===== src/rtl/step_sequencer.sv =====
// Step counter and instruction latch for the multicycle RISC controller.
// Fetches at Cnt==0, decodes to InsID, and ends each instruction on Buff_PC.
module step_sequencer #(
    parameter logic [2:0] MAX_CNT = 3'd7
) (
    input  logic        clk,
    input  logic        Rst,
    input  logic [15:0] Ins,
    input  logic        Buff_PC,
    output logic [2:0]  Cnt,
    output logic [4:0]  InsM,
    output logic [2:0]  InsC,
    output logic [1:0]  InsL,
    output logic [5:0]  InsID,
    output logic        Illegal,
    output logic        Halted,
    output logic        Overrun
);

    localparam logic [5:0] HLT_ID = 6'h19;

    typedef enum logic {
        RUN  = 1'b0,
        HALT = 1'b1
    } state_t;

    state_t      state;
    state_t      state_next;
    logic [2:0]  cnt_next;
    logic        overrun_next;
    logic        fetch;
    logic [5:0]  decoded_id;

    // Ins[7:2] carries no opcode information; folding it here keeps lint quiet.
    logic unused_ins;
    assign unused_ins = ^Ins[7:2];

    assign Halted = (state == HALT);

    // Decode straight from the bus so InsID lands at the same edge as the field latch.
    always_comb begin
        decoded_id = 6'h00;
        case (Ins[15:11])
            5'b00001: decoded_id = 6'h01;
            5'b00010: decoded_id = 6'h02;
            5'b00011: decoded_id = 6'h03;
            5'b00100: if (Ins[1:0] == 2'b00) decoded_id = 6'h04;
            5'b00101: decoded_id = 6'h05;
            5'b00110: begin
                if (Ins[1:0] == 2'b00)      decoded_id = 6'h06;
                else if (Ins[1:0] == 2'b01) decoded_id = 6'h0B;
            end
            5'b00000: decoded_id = 6'h07 + {4'b0000, Ins[1:0]};
            5'b00111: decoded_id = 6'h0C;
            5'b01000: decoded_id = 6'h0D;
            5'b01011: decoded_id = 6'h0E;
            5'b11000: begin
                case (Ins[10:8])
                    3'b011:  decoded_id = 6'h0F;
                    3'b010:  decoded_id = 6'h10;
                    3'b001:  decoded_id = 6'h11;
                    3'b000:  decoded_id = 6'h12;
                    default: decoded_id = 6'h00;
                endcase
            end
            5'b11001: if (Ins[10:8] == 3'b110) decoded_id = 6'h13;
            5'b10000: decoded_id = 6'h14;
            5'b10001: decoded_id = 6'h15;
            5'b10010: decoded_id = 6'h16;
            5'b10011: decoded_id = 6'h17;
            5'b11100: begin
                if (Ins[1:0] == 2'b00)      decoded_id = 6'h18;
                else if (Ins[1:0] == 2'b01) decoded_id = 6'h19;
            end
            default: decoded_id = 6'h00;
        endcase
    end

    // Buff_PC outranks the overrun check, so a step-7 end is not an error.
    always_comb begin
        state_next   = state;
        cnt_next     = Cnt;
        overrun_next = Overrun;
        fetch        = 1'b0;
        case (state)
            RUN: begin
                fetch = (Cnt == 3'd0);
                if (Buff_PC) begin
                    cnt_next = 3'd0;
                    if (InsID == HLT_ID)
                        state_next = HALT;
                end else if (Cnt == MAX_CNT) begin
                    cnt_next     = 3'd0;
                    overrun_next = 1'b1;
                end else begin
                    cnt_next = Cnt + 3'd1;
                end
            end
            HALT: begin
                cnt_next = 3'd0;
            end
            default: begin
                state_next = RUN;
                cnt_next   = 3'd0;
            end
        endcase
    end

    always_ff @(posedge clk) begin
        if (Rst)
            state <= RUN;
        else
            state <= state_next;
    end

    always_ff @(posedge clk) begin
        if (Rst) begin
            Cnt     <= 3'd0;
            InsM    <= 5'd0;
            InsC    <= 3'd0;
            InsL    <= 2'd0;
            InsID   <= 6'd0;
            Illegal <= 1'b0;
            Overrun <= 1'b0;
        end else begin
            Cnt     <= cnt_next;
            Overrun <= overrun_next;
            if (fetch) begin
                InsM    <= Ins[15:11];
                InsC    <= Ins[10:8];
                InsL    <= Ins[1:0];
                InsID   <= decoded_id;
                Illegal <= (decoded_id == 6'h00);
            end
        end
    end

endmodule


===== config.mk =====
export PLATFORM = sky130hd
export DESIGN_NAME = step_sequencer
export DESIGN_NICKNAME = d
export VERILOG_FILES = /design/src/rtl/step_sequencer.sv
export SDC_FILE = /design/constraint.sdc
export NUM_CORES = 1
export LEC_CHECK = 0
export CAP_MARGIN = 20
export CORE_MARGIN = 2
export CORE_UTILIZATION = 40
export CTS_BUF_LIST = sky130_fd_sc_hd__clkbuf_8
export CTS_CLUSTER_DIAMETER = 40
export CTS_CLUSTER_SIZE = 20
export DETAILED_ROUTE_END_ITERATION = 16
export GPL_TIMING_DRIVEN = 1
export PLACE_DENSITY = 0.8
export RECOVER_POWER = 100
export SYNTH_ARGS = -nofsm -noshare
export SYNTH_HDL_FRONTEND = slang
export SYNTH_SLANG_ARGS = --single-unit

===== constraint.sdc =====
create_clock -name clk -period 5.5 [get_ports clk]
set_input_delay 1.65 -clock clk [delete_from_list [all_inputs] [get_ports clk]]
set_output_delay 1.65 -clock clk [all_outputs]
set_load 0.02 [all_outputs]

==> results.md, run 1 <==
- Status: completed
- Ys async rst share: 0
- Initial DRC Count: 24
- Reg clk slew, reported paths: 70 ps
- Total negative setup slack: 0 ps
- Measured slew at the worst slew-check pin: 915 ps
- HPWL Detailed: 2150 um
- Via Count: 1,138
- Cell Chain, Critical Path: dlygate4sd3_1 > inv_1 > ha_1 > nor2_1 > or4bb_1 > o311ai_1 > or4_4 > o31ai_1
- Slew headroom: 0.387
- Hold Crit Start: InsC[2]
- Main area contributors after synthesis: dfxtp_1 35%, nand2_1 7.4%, a21oi_1 7.0%
- XOR/XNOR Fraction of Synth Area: 0.0145
- Drt pass-1 iters: 4
- Min-Delay Path Class: reg2reg
- Via-to-Cell Ratio: 5.50
- PD cells: 223 nW/um2
- Max-cap violations: 0
- Startpoint types: input port
- Clk sink count: 21
- Max Slew Vio Count: 0
- N_diodes: 0
- Share of the synthesized area in the top cell type: 0.347
- Seq/Total Area, Yosys: 0.347
- Vias in the first global route: 1,018
- Nets: 202
- Post-cts sizing count: 0
- Mapped Cells: 150
- CP Buf/Inv Count: 2
- Worst r2r path cells: 6
- First-pass GRT wire length: 4610 um
- Worst Path Required: 5660 ps
- Final cycle utilization of the critical path: 0.656
- R2R Path End: Illegal
- Post-Route Utilization: 0.557
- DP Cell Count: 203
- Reg-to-reg slack, setup: 3650 ps
- Residual DRC count: 0
- Clk Tree Root Cell: clkbuf_8
- WL per Instance: 13.6 um
- I/O pin count: 41
- Fin worst setup slack: 1890 ps
- Clock latency on the worst-skew pair: 250 ps
- Global-route usage over all layers: 0.167
- # rows: 19
- Die footprint: 3480 um2
- Crit path DAT: 3770 ps
- Initial antenna violation count: 0
- Tmin final: 3610 ps
- F_max: 277 MHz
- Die X: 59.0 um
- Critical path's top delay family: simple AND/OR/NAND/NOR gates
- Adder-Cell Fraction of Synth Area: 0.0620
- Max Buffers Root-to-Sink: 2
- Postcts setup bufs: 0
- Simple logic cell fraction of the synthesized area: 0.343
- Final WL: 2810 um
- Syn nets: 175
- Worst setup EP type: register
- Pin count of the biggest net entering global routing: 21
- Mux share of post-synthesis cell area: 0
- Layout area overhead: 29.1%
- Syn_area_per_cell: 8.07 um2
- Final Hold Vio Count: 0
- WS Path Type: in2reg
- Critical Path Max Stage Delay: 590 ps
- Crit-path max FO: 3
- Largest area contributor in the netlist: dfxtp_1
- Seq cells post-synth: 21
- H-Tree Depth: 1
- Die Height: 59.0 um
- Finished Cell Area: 1560 um2
- Post-synth EDFFs: 0
- Core area: 2810 um2
- Share of layout cells above drive strength 1: 0.0568
- Worst path slowest cell: dlygate4sd3_1
- Initial Utilization: 0.431
- Synth unique cells: 45
- Grt ovf: 0
- M1 WL: 1310 um
- YS warnings: 0
- Post-synthesis compound-gate area fraction: 0.166
- Detail Route Antenna Nets: 0
- Worst hold path stage count: 2
- R2R Path Start: Cnt[0]
- Max layer used: met4
- CTS Buf Count: 3
- Met3 routed WL: 131 um
- Cts hold-fix bufs: 0
- Leakage: 0.643 nW
- CTS tree: yes
- Metal2 WL: 1340 um
- WHS Endpoint: InsC[2]
- RSZ-0062 raised after global routing: false
- IO buf count: 33
- GP Congestion: 0.895
- Most used flip-flop cell after synthesis: dfxtp_1
- Worst Skew: 2.06 ps
- Largest family of logic cells by synthesized area: simple AND/OR/NAND/NOR gates
- Pre-CTS WS: 1770 ps
- Setup-failing EPs final: 0
- Cell Area, Synth: 1210 um2
- Post-Layout Cell Count: 207
- Worst vdd ir: 0.0916 mV
- Placement-stage cell area: 1520 um2
==> worst reg2reg max path, stage by stage, from the launching register on <==
cell	delay, ps
dfxtp_1	320
inv_1	70
ha_1	170
or3b_2	610
a21oi_1	230
nand4_1	120
o31ai_1	250
==> per-layer routing <==
metal | vias to the layer above | global-route usage
met3 | 4 | 0.0153
met2 | 37 | 0.278
li1 | 579 | -
met1 | 518 | 0.234
met5 | - | 0
met4 | 0 | 0.0390
==> Yosys cell counts, types with 2 or more instances <==
library cell	instances
nor3b_1	2
o21ai_0	2
xnor2_1	2
ha_1	6
nor2_1	14
a311oi_1	2
and2_1	3
nor3_1	2
nand3b_1	6
a21oi_1	17
or3b_2	2
a31oi_1	2
nand4_1	2
nand2_1	24
clkbuf_1	4
nand2b_1	4
inv_1	5
buf_2	4
dfxtp_1	21
==> worst max path at each step <==
stage / start / end / slack [ps] / depth (start not counted)
2_1_floorplan: Ins[1] / Illegal / 2460 / 7
3_3_place_gp: Ins[0] / Illegal / 1800 / 8
3_5_place_dp: Ins[0] / Illegal / 1770 / 8
4_1_cts: Ins[0] / Illegal / 2020 / 8
5_1_grt: Ins[0] / Illegal / 1770 / 8
6_report: Ins[0] / Illegal / 1890 / 8
==> final cells by class <==
cell class | instances | area [um2]
Multi-Input combinational cell | 113 | 708
Clock inverter | 1 | 3.75
Tap cell | 31 | 38.8
Timing Repair Buffer | 33 | 330
Inverter | 5 | 18.8
Sequential cell | 21 | 420
Fill cell | 294 | 1240
Clock buffer | 3 | 41.3
==> cell usage in the layout (no fill, tap or decap), types with 2 or more instances in the layout <==
master           Yosys  layout
dlygate4sd3_1        0      25
nand2_1             24      24
dfxtp_1             21      21
a21oi_1             17      17
nor2_1              14      14
clkdlybuf4s50_1      0       8
inv_1                5       6
nand3b_1             6       6
ha_1                 6       6
nand2b_1             4       4
and2_0               0       3
clkbuf_8             0       3
or3b_2               2       2
xnor2_1              2       2
nor3b_1              2       2
nand4_1              2       2
a31oi_1              2       2
o21ai_0              2       2
a311oi_1             2       2
nor3_1               2       2
==> stage by stage <==
step	hold slack, ps	power, W
after floorplan	534	0.000225
after global placement	448	0.000259
after detailed placement	449	0.000262
after CTS	460	0.000355
after global routing	471	0.000366
final	453	0.000348
==> sequential cells by signal, indices dropped and copies added (netlist names) <==
name     count
Overrun      1
InsM         5
Halted       1
Illegal      1
Cnt          3
InsL         2
InsID        5
InsC         3
==> report_power, final <==
group,switching (W),internal [W]
Combinational,0.0000486,0.0000376
Sequential,0.00000530,0.000162
Clock,0.0000448,0.0000495
==> kinds of logic after synthesis <==
group	after synthesis
AO/OA/AOI/OAI	32
XOR/XNOR	2
adder cells (fa/ha/maj)	6
buffers and inverters	16
flip-flops	21
other	1
AND/OR/NAND/NOR	72
(Power assumes the default switching activity.)
==> run 2: changes to the inputs <==
--- a/config.mk
+++ b/config.mk
@@ -13,7 +13,7 @@
 export CTS_CLUSTER_SIZE = 20
 export DETAILED_ROUTE_END_ITERATION = 16
 export GPL_TIMING_DRIVEN = 1
-export PLACE_DENSITY = 0.8
+export PLACE_DENSITY = 0.83
 export RECOVER_POWER = 100
 export SYNTH_ARGS = -nofsm -noshare
 export SYNTH_HDL_FRONTEND = slang
==> constraint.sdc (replaced) <==
create_clock -name clk -period 3 [get_ports clk]
set_input_delay 0.9 -clock clk [delete_from_list [all_inputs] [get_ports clk]]
set_output_delay 0.9 -clock clk [all_outputs]
set_load 0.02 [all_outputs]
==> run 2 against run 1 <==
Net effect: worst setup slack worse by 1600 ps; combinational power is 93% higher; largest cell class unchanged; count of clock-buffer cells in the layout stayed put; non-clock buffer count is 7 higher.
==> results.md, run 2 (same netlist as run 1, synthesis figures left out) <==
- Status: completed
- Placement-stage cell area: 1570 um2 (+3.5%)
- Worst Path Required: 3180 ps (-2480 ps)
- WHS: 455 ps (+1.97 ps)
- Final cycle utilization of the critical path: 0.903
- Clk sink count: 21 (unchanged)
- Die X: 59.0 um (unchanged)
- Clock latency on the worst-skew pair: 260 ps (about the same)
- Cell Chain, Critical Path: clkdlybuf4s50_1 > inv_1 > ha_1 > nor2_1 > or4bb_1 > o311ai_1 > or4_4 > o31ai_1
- Crit-path max FO: 3 (unchanged)
- Worst setup EP type: register
- Startpoint types: input port
- N_diodes: 0 (unchanged)
- Reg clk slew, reported paths: 80 ps (about the same)
- Pin count of the biggest net entering global routing: 20 (-4.8%)
- Residual DRC count: 0 (unchanged)
- Final WL: 2950 um (+4.9%)
- Share of layout cells above drive strength 1: 0.0874 (+0.0306)
- Most common cell after layout, fill and taps aside: nand2_1
- Initial antenna violation count: 0 (unchanged)
- CTS Buf Count: 3 (unchanged)
- Final Hold Vio Count: 0 (unchanged)
- Post-cts sizing count: 0 (unchanged)
- WL per Instance: 13.8 um (+1.5%)
- Tmin final: 2710 ps
- PD cells: 410 nW/um2 (+84%)
- Worst vdd ir: 0.236 mV (+160%)
- Clk Tree Root Cell: clkbuf_8
- I/O pin count: 41 (unchanged)
- Setup-failing EPs final: 0 (unchanged)
- Detail Route Antenna Nets: 0 (unchanged)
- Worst r2r path cells: 6 (unchanged)
- CTS tree: yes
- Max Buffers Root-to-Sink: 2 (unchanged)
- F_max: 369 MHz
- IO buf count: 33 (unchanged)
- Post-route total power: 0.000659 W (+89%)
- WS Path Type: in2reg
- Worst hold path stage count: 2 (unchanged)
- Finished Cell Area: 1610 um2 (+3.0%)
- Drt pass-1 iters: 4 (unchanged)
- Vias in the first global route: 1,152 (+13%)
- Critical Path Max Stage Delay: 540 ps (-50 ps)
- Critical path's top delay family: simple AND/OR/NAND/NOR gates
- Max-cap violations: 0 (unchanged)
- Initial Utilization: 0.431 (unchanged)
- Initial DRC Count: 18 (-25%)
- Nets: 209 (+3.5%)
- Post-Route Utilization: 0.573 (+0.0165)
- Worst path slowest cell: clkdlybuf4s50_1
- Critical path depth in cells: 8 (unchanged)
- H-Tree Depth: 1 (unchanged)
- Slew headroom: 0.454 (+0.0668)
- Measured slew at the worst slew-check pin: 819 ps (-96.2 ps)
- Most frequent cells in the layout: 24 x nand2_1, 22 x dlygate4sd3_1, 21 x dfxtp_1
- HPWL Detailed: 2290 um (+6.6%)
- Global-route usage over all layers: 0.181 (+0.0144)
- Total negative setup slack: 0 ps (unchanged)
- CP Buf/Inv Count: 2 (unchanged)
- Postcts setup bufs: 0 (unchanged)
- Die footprint: 3480 um2 (unchanged)
- Via-to-Cell Ratio: 5.51 (+0.21%)
- Cts hold-fix bufs: 0 (unchanged)
- Die Height: 59.0 um (unchanged)
- Top Registers: InsID x5, InsM x5
- Max Slew Vio Count: 0 (unchanged)
- First-pass GRT wire length: 4980 um (+8.1%)
- Worst Skew: 0.701 ps (-1.36 ps)
- RSZ-0062 raised after global routing: false
- Crit path DAT: 2890 ps (-880 ps)
- Leakage: 0.667 nW (+3.7%)
- Grt ovf: 0 (unchanged)
- Core area: 2810 um2 (unchanged)
- Layout area overhead: 32.9%
- Via Count: 1,179 (+3.6%)
- # rows: 19 (unchanged)
- Min-Delay Path Class: reg2reg
- GP Congestion: 0.842 (-6.0%)
## run 2: per-layer routing
layer | GRT usage | share of wire | vias up
li1 | - | - | 589
met1 | 0.221 | 0.45 | 547
met2 | 0.324 | 0.48 | 39
met3 | 0.0437 | 0.059 | 4
met4 | 0.0357 | 0.0092 | 0
met5 | 0 | 0 | -
## run 2: through the flow
stage / cells / setup slack [ps]
finish: 214 / 291
global route: 214 / 91.3
floorplan: 150 / 706
global placement: 210 / 20.1
CTS: 214 / 275
detailed placement: 210 / 10.1
## run 2: area by class of cell
type / instances / area [um2]
Clock buffer: 3 / 41.3
Clock inverter: 1 / 5.00
Fill cell: 279 / 1200
Inverter: 5 / 18.8
Multi-Input combinational cell: 113 / 708
Sequential cell: 21 / 420
Tap cell: 31 / 38.8
Timing Repair Buffer: 40 / 375
## run 2: worst register-to-register path, delay by kind of cell (launching register included)
kind,cells,cell delay [ps]
adders and majority gates,1,150
buffers and inverters,1,80
AOI/OAI and AO/OA,2,460
DFF,1,340
and+or+nand+nor,2,740
## run 2: worst paths after layout
kind | to | slack, ps | start
setup / recovery | Illegal | 290 | Ins[0]
setup reg to reg | Illegal | 1150 | Cnt[0]
hold reg to reg | InsC[2] | 450 | InsC[2]
hold / removal | InsC[2] | 450 | InsC[2]
## run 2: power breakdown
part           leakage [nW]  internal (W)  switching (W)
Sequential            0.173      0.000297      0.0000106
Clock                0.0255     0.0000925      0.0000932
Combinational         0.468     0.0000748      0.0000907
Total                 0.667      0.000464       0.000195
==> run 3: changes to the inputs <==
--- a/config.mk
+++ b/config.mk
@@ -13,7 +13,7 @@
 export CTS_CLUSTER_SIZE = 20
 export DETAILED_ROUTE_END_ITERATION = 16
 export GPL_TIMING_DRIVEN = 1
-export PLACE_DENSITY = 0.83
+export PLACE_DENSITY = 0.75
 export RECOVER_POWER = 100
 export SYNTH_ARGS = -nofsm -noshare
 export SYNTH_HDL_FRONTEND = slang
==> run 3 against run 2 <==
Net effect: power shrank 2.4%; cell area shrank 0.31%; critical path depth is the same; via count shrank 1.6%.
==> results.md, run 3 (same netlist as run 1, synthesis figures left out) <==
- Initial Utilization: 0.431 (unchanged)
- Residual DRC count: 0 (unchanged)
- Nets: 208 (-0.48%)
- Final Hold Vio Count: 0 (unchanged)
- Layout area overhead: 32.5%
- Worst Skew: 2.23 ps (+1.53 ps)
- Worst hold path stage count: 2 (unchanged)
- GP Congestion: 0.882 (+4.7%)
- Hold Crit Start: InsL[1]
- Detail Route Antenna Nets: 0 (unchanged)
- Worst vdd ir: 0.208 mV (-12%)
- Startpoint types: input port
- Number of fillers in the final layout: 280 (+0.36%)
- Reg clk slew, reported paths: 70 ps (about the same)
- Most frequent cells in the layout: 24 x nand2_1, 24 x dlygate4sd3_1, 21 x dfxtp_1
- H-Tree Depth: 1 (unchanged)
- F_max: 357 MHz (-3.2%)
- Postcts setup bufs: 0 (unchanged)
- Pin count of the biggest net entering global routing: 20 (unchanged)
- IO buf count: 33 (unchanged)
- Measured slew at the worst slew-check pin: 785 ps (-33.9 ps)
- Drt pass-1 iters: 4 (unchanged)
- Worst setup EP type: register
- Critical Path Max Stage Delay: 570 ps (+30 ps)
- Clock latency on the worst-skew pair: 250 ps (about the same)
- Area occupied by registers: 420 um2 (unchanged)
- Cell Chain, Critical Path: dlygate4sd3_1 > inv_1 > ha_1 > nor2_1 > or4bb_1 > o311ai_1 > or4_4 > o31ai_1
- WHS: 454 ps (-0.301 ps)
- PD cells: 401 nW/um2 (-2.1%)
- Reg-to-reg slack, setup: 1160 ps (about the same)
- DP Cell Count: 209 (-0.48%)
- Slew headroom: 0.476 (+0.0226)
- Clk Tree Root Cell: clkbuf_8
- RSZ-0062 raised after global routing: false
- CTS tree: yes
- Via-to-Cell Ratio: 5.45 (-1.1%)
- CTS Buf Count: 3 (unchanged)
- Top Registers: InsID x5, InsM x5
- Total negative setup slack: 0 ps (unchanged)
- First-pass GRT wire length: 4620 um (-7.2%)
- Max Buffers Root-to-Sink: 2 (unchanged)
- Share of layout cells above drive strength 1: 0.0824 (-0.00501)
- Worst Path Required: 3170 ps (about the same)
- Final WL: 2780 um (-5.7%)
- Critical path's top delay family: simple AND/OR/NAND/NOR gates
- Max Slew Vio Count: 0 (unchanged)
- I/O pin count: 41 (unchanged)
- Crit-path max FO: 3 (unchanged)
- Critical path depth in cells: 8 (unchanged)
- Status: completed
- Global-route usage over all layers: 0.171 (-0.0103)
- HPWL Detailed: 2220 um (-3.1%)
- Cts hold-fix bufs: 0 (unchanged)
- Core area: 2810 um2 (unchanged)
- WS Path Type: in2reg
- R2R Path End: Illegal
- WL per Instance: 13.0 um (-5.3%)
- Die X: 59.0 um (unchanged)
- Grt ovf: 0 (unchanged)
- Min-Delay Path Class: reg2reg
- Worst r2r path cells: 6 (unchanged)
- R2R Path Start: Cnt[0]
- Max-cap violations: 0 (unchanged)
- Die footprint: 3480 um2 (unchanged)
- WHS Endpoint: InsL[1]
- # rows: 19 (unchanged)
- Area of the multi-input gates: 708 um2 (unchanged)
- Via Count: 1,160 (-1.6%)
- Setup-failing EPs final: 0 (unchanged)
- Post-cts sizing count: 0 (unchanged)
- Leakage: 0.667 nW (+0.11%)
- Tmin final: 2800 ps (+90.3 ps)
- Vias in the first global route: 1,082 (-6.1%)
- Worst path slowest cell: dlygate4sd3_1
- N_diodes: 0 (unchanged)
- Clk sink count: 21 (unchanged)
- Final cycle utilization of the critical path: 0.933 (+0.0301)
- Die Height: 59.0 um (unchanged)
- Initial antenna violation count: 0 (unchanged)
- Initial DRC Count: 46 (+28)
- Crit path DAT: 2960 ps (+70 ps)
- Post-Layout Cell Count: 213 (-0.47%)
- CP Buf/Inv Count: 2 (unchanged)
- Post-route total power: 0.000643 W (-2.4%)
[run 3: through the flow]
| step | instance area (um2) | worst slack [ps] | utilization |
|---|---|---|---|
| after detailed placement | 1570 | 35.3 | 0.558 |
| after global routing | 1600 | 80.3 | 0.571 |
| final | 1600 | 200 | 0.571 |
| after global placement | 1570 | 68.9 | 0.558 |
| after floorplan | 1210 | 706 | - |
| after CTS | 1610 | 292 | 0.574 |
[run 3: area by class of cell]
type | count | share of cell area
Clock buffer | 3 | 0.0258
Clock inverter | 1 | 0.00234
Inverter | 5 | 0.0117
Multi-Input combinational cell | 113 | 0.442
Sequential cell | 21 | 0.262
Tap cell | 31 | 0.0242
Timing Repair Buffer | 39 | 0.232
[run 3: worst max path at each step]
stage                     slack, ps   start  endpoint
after floorplan                 710  Ins[1]   Illegal
after detailed placement         40  Ins[1]   Illegal
final                           200  Ins[0]   Illegal
after global placement           70  Ins[1]   Illegal
after global routing             80  Ins[0]   Illegal
after CTS                       290  Ins[1]   Illegal
[run 3: power by group]
part	internal, W	total, W	switching, W
registers	0.000297	0.000307	0.0000100
logic	0.0000740	0.000165	0.0000905
clock network	0.0000908	0.000171	0.0000806
total	0.000462	0.000643	0.000181
[run 3: metal layers]
metal,vias up,GRT usage,wire (um)
met4,0,0.0812,52
met2,29,0.303,1390
met3,4,0.0218,99
li1,594,-,-
met5,-,0,0
met1,533,0.203,1240
[run 3: worst register-to-register path: stages, from the launching register on]
cell,delay [ps]
dfxtp_1,330
inv_1,80
ha_1,160
or3b_2,610
a21oi_1,220
nand4_1,110
o31ai_1,250
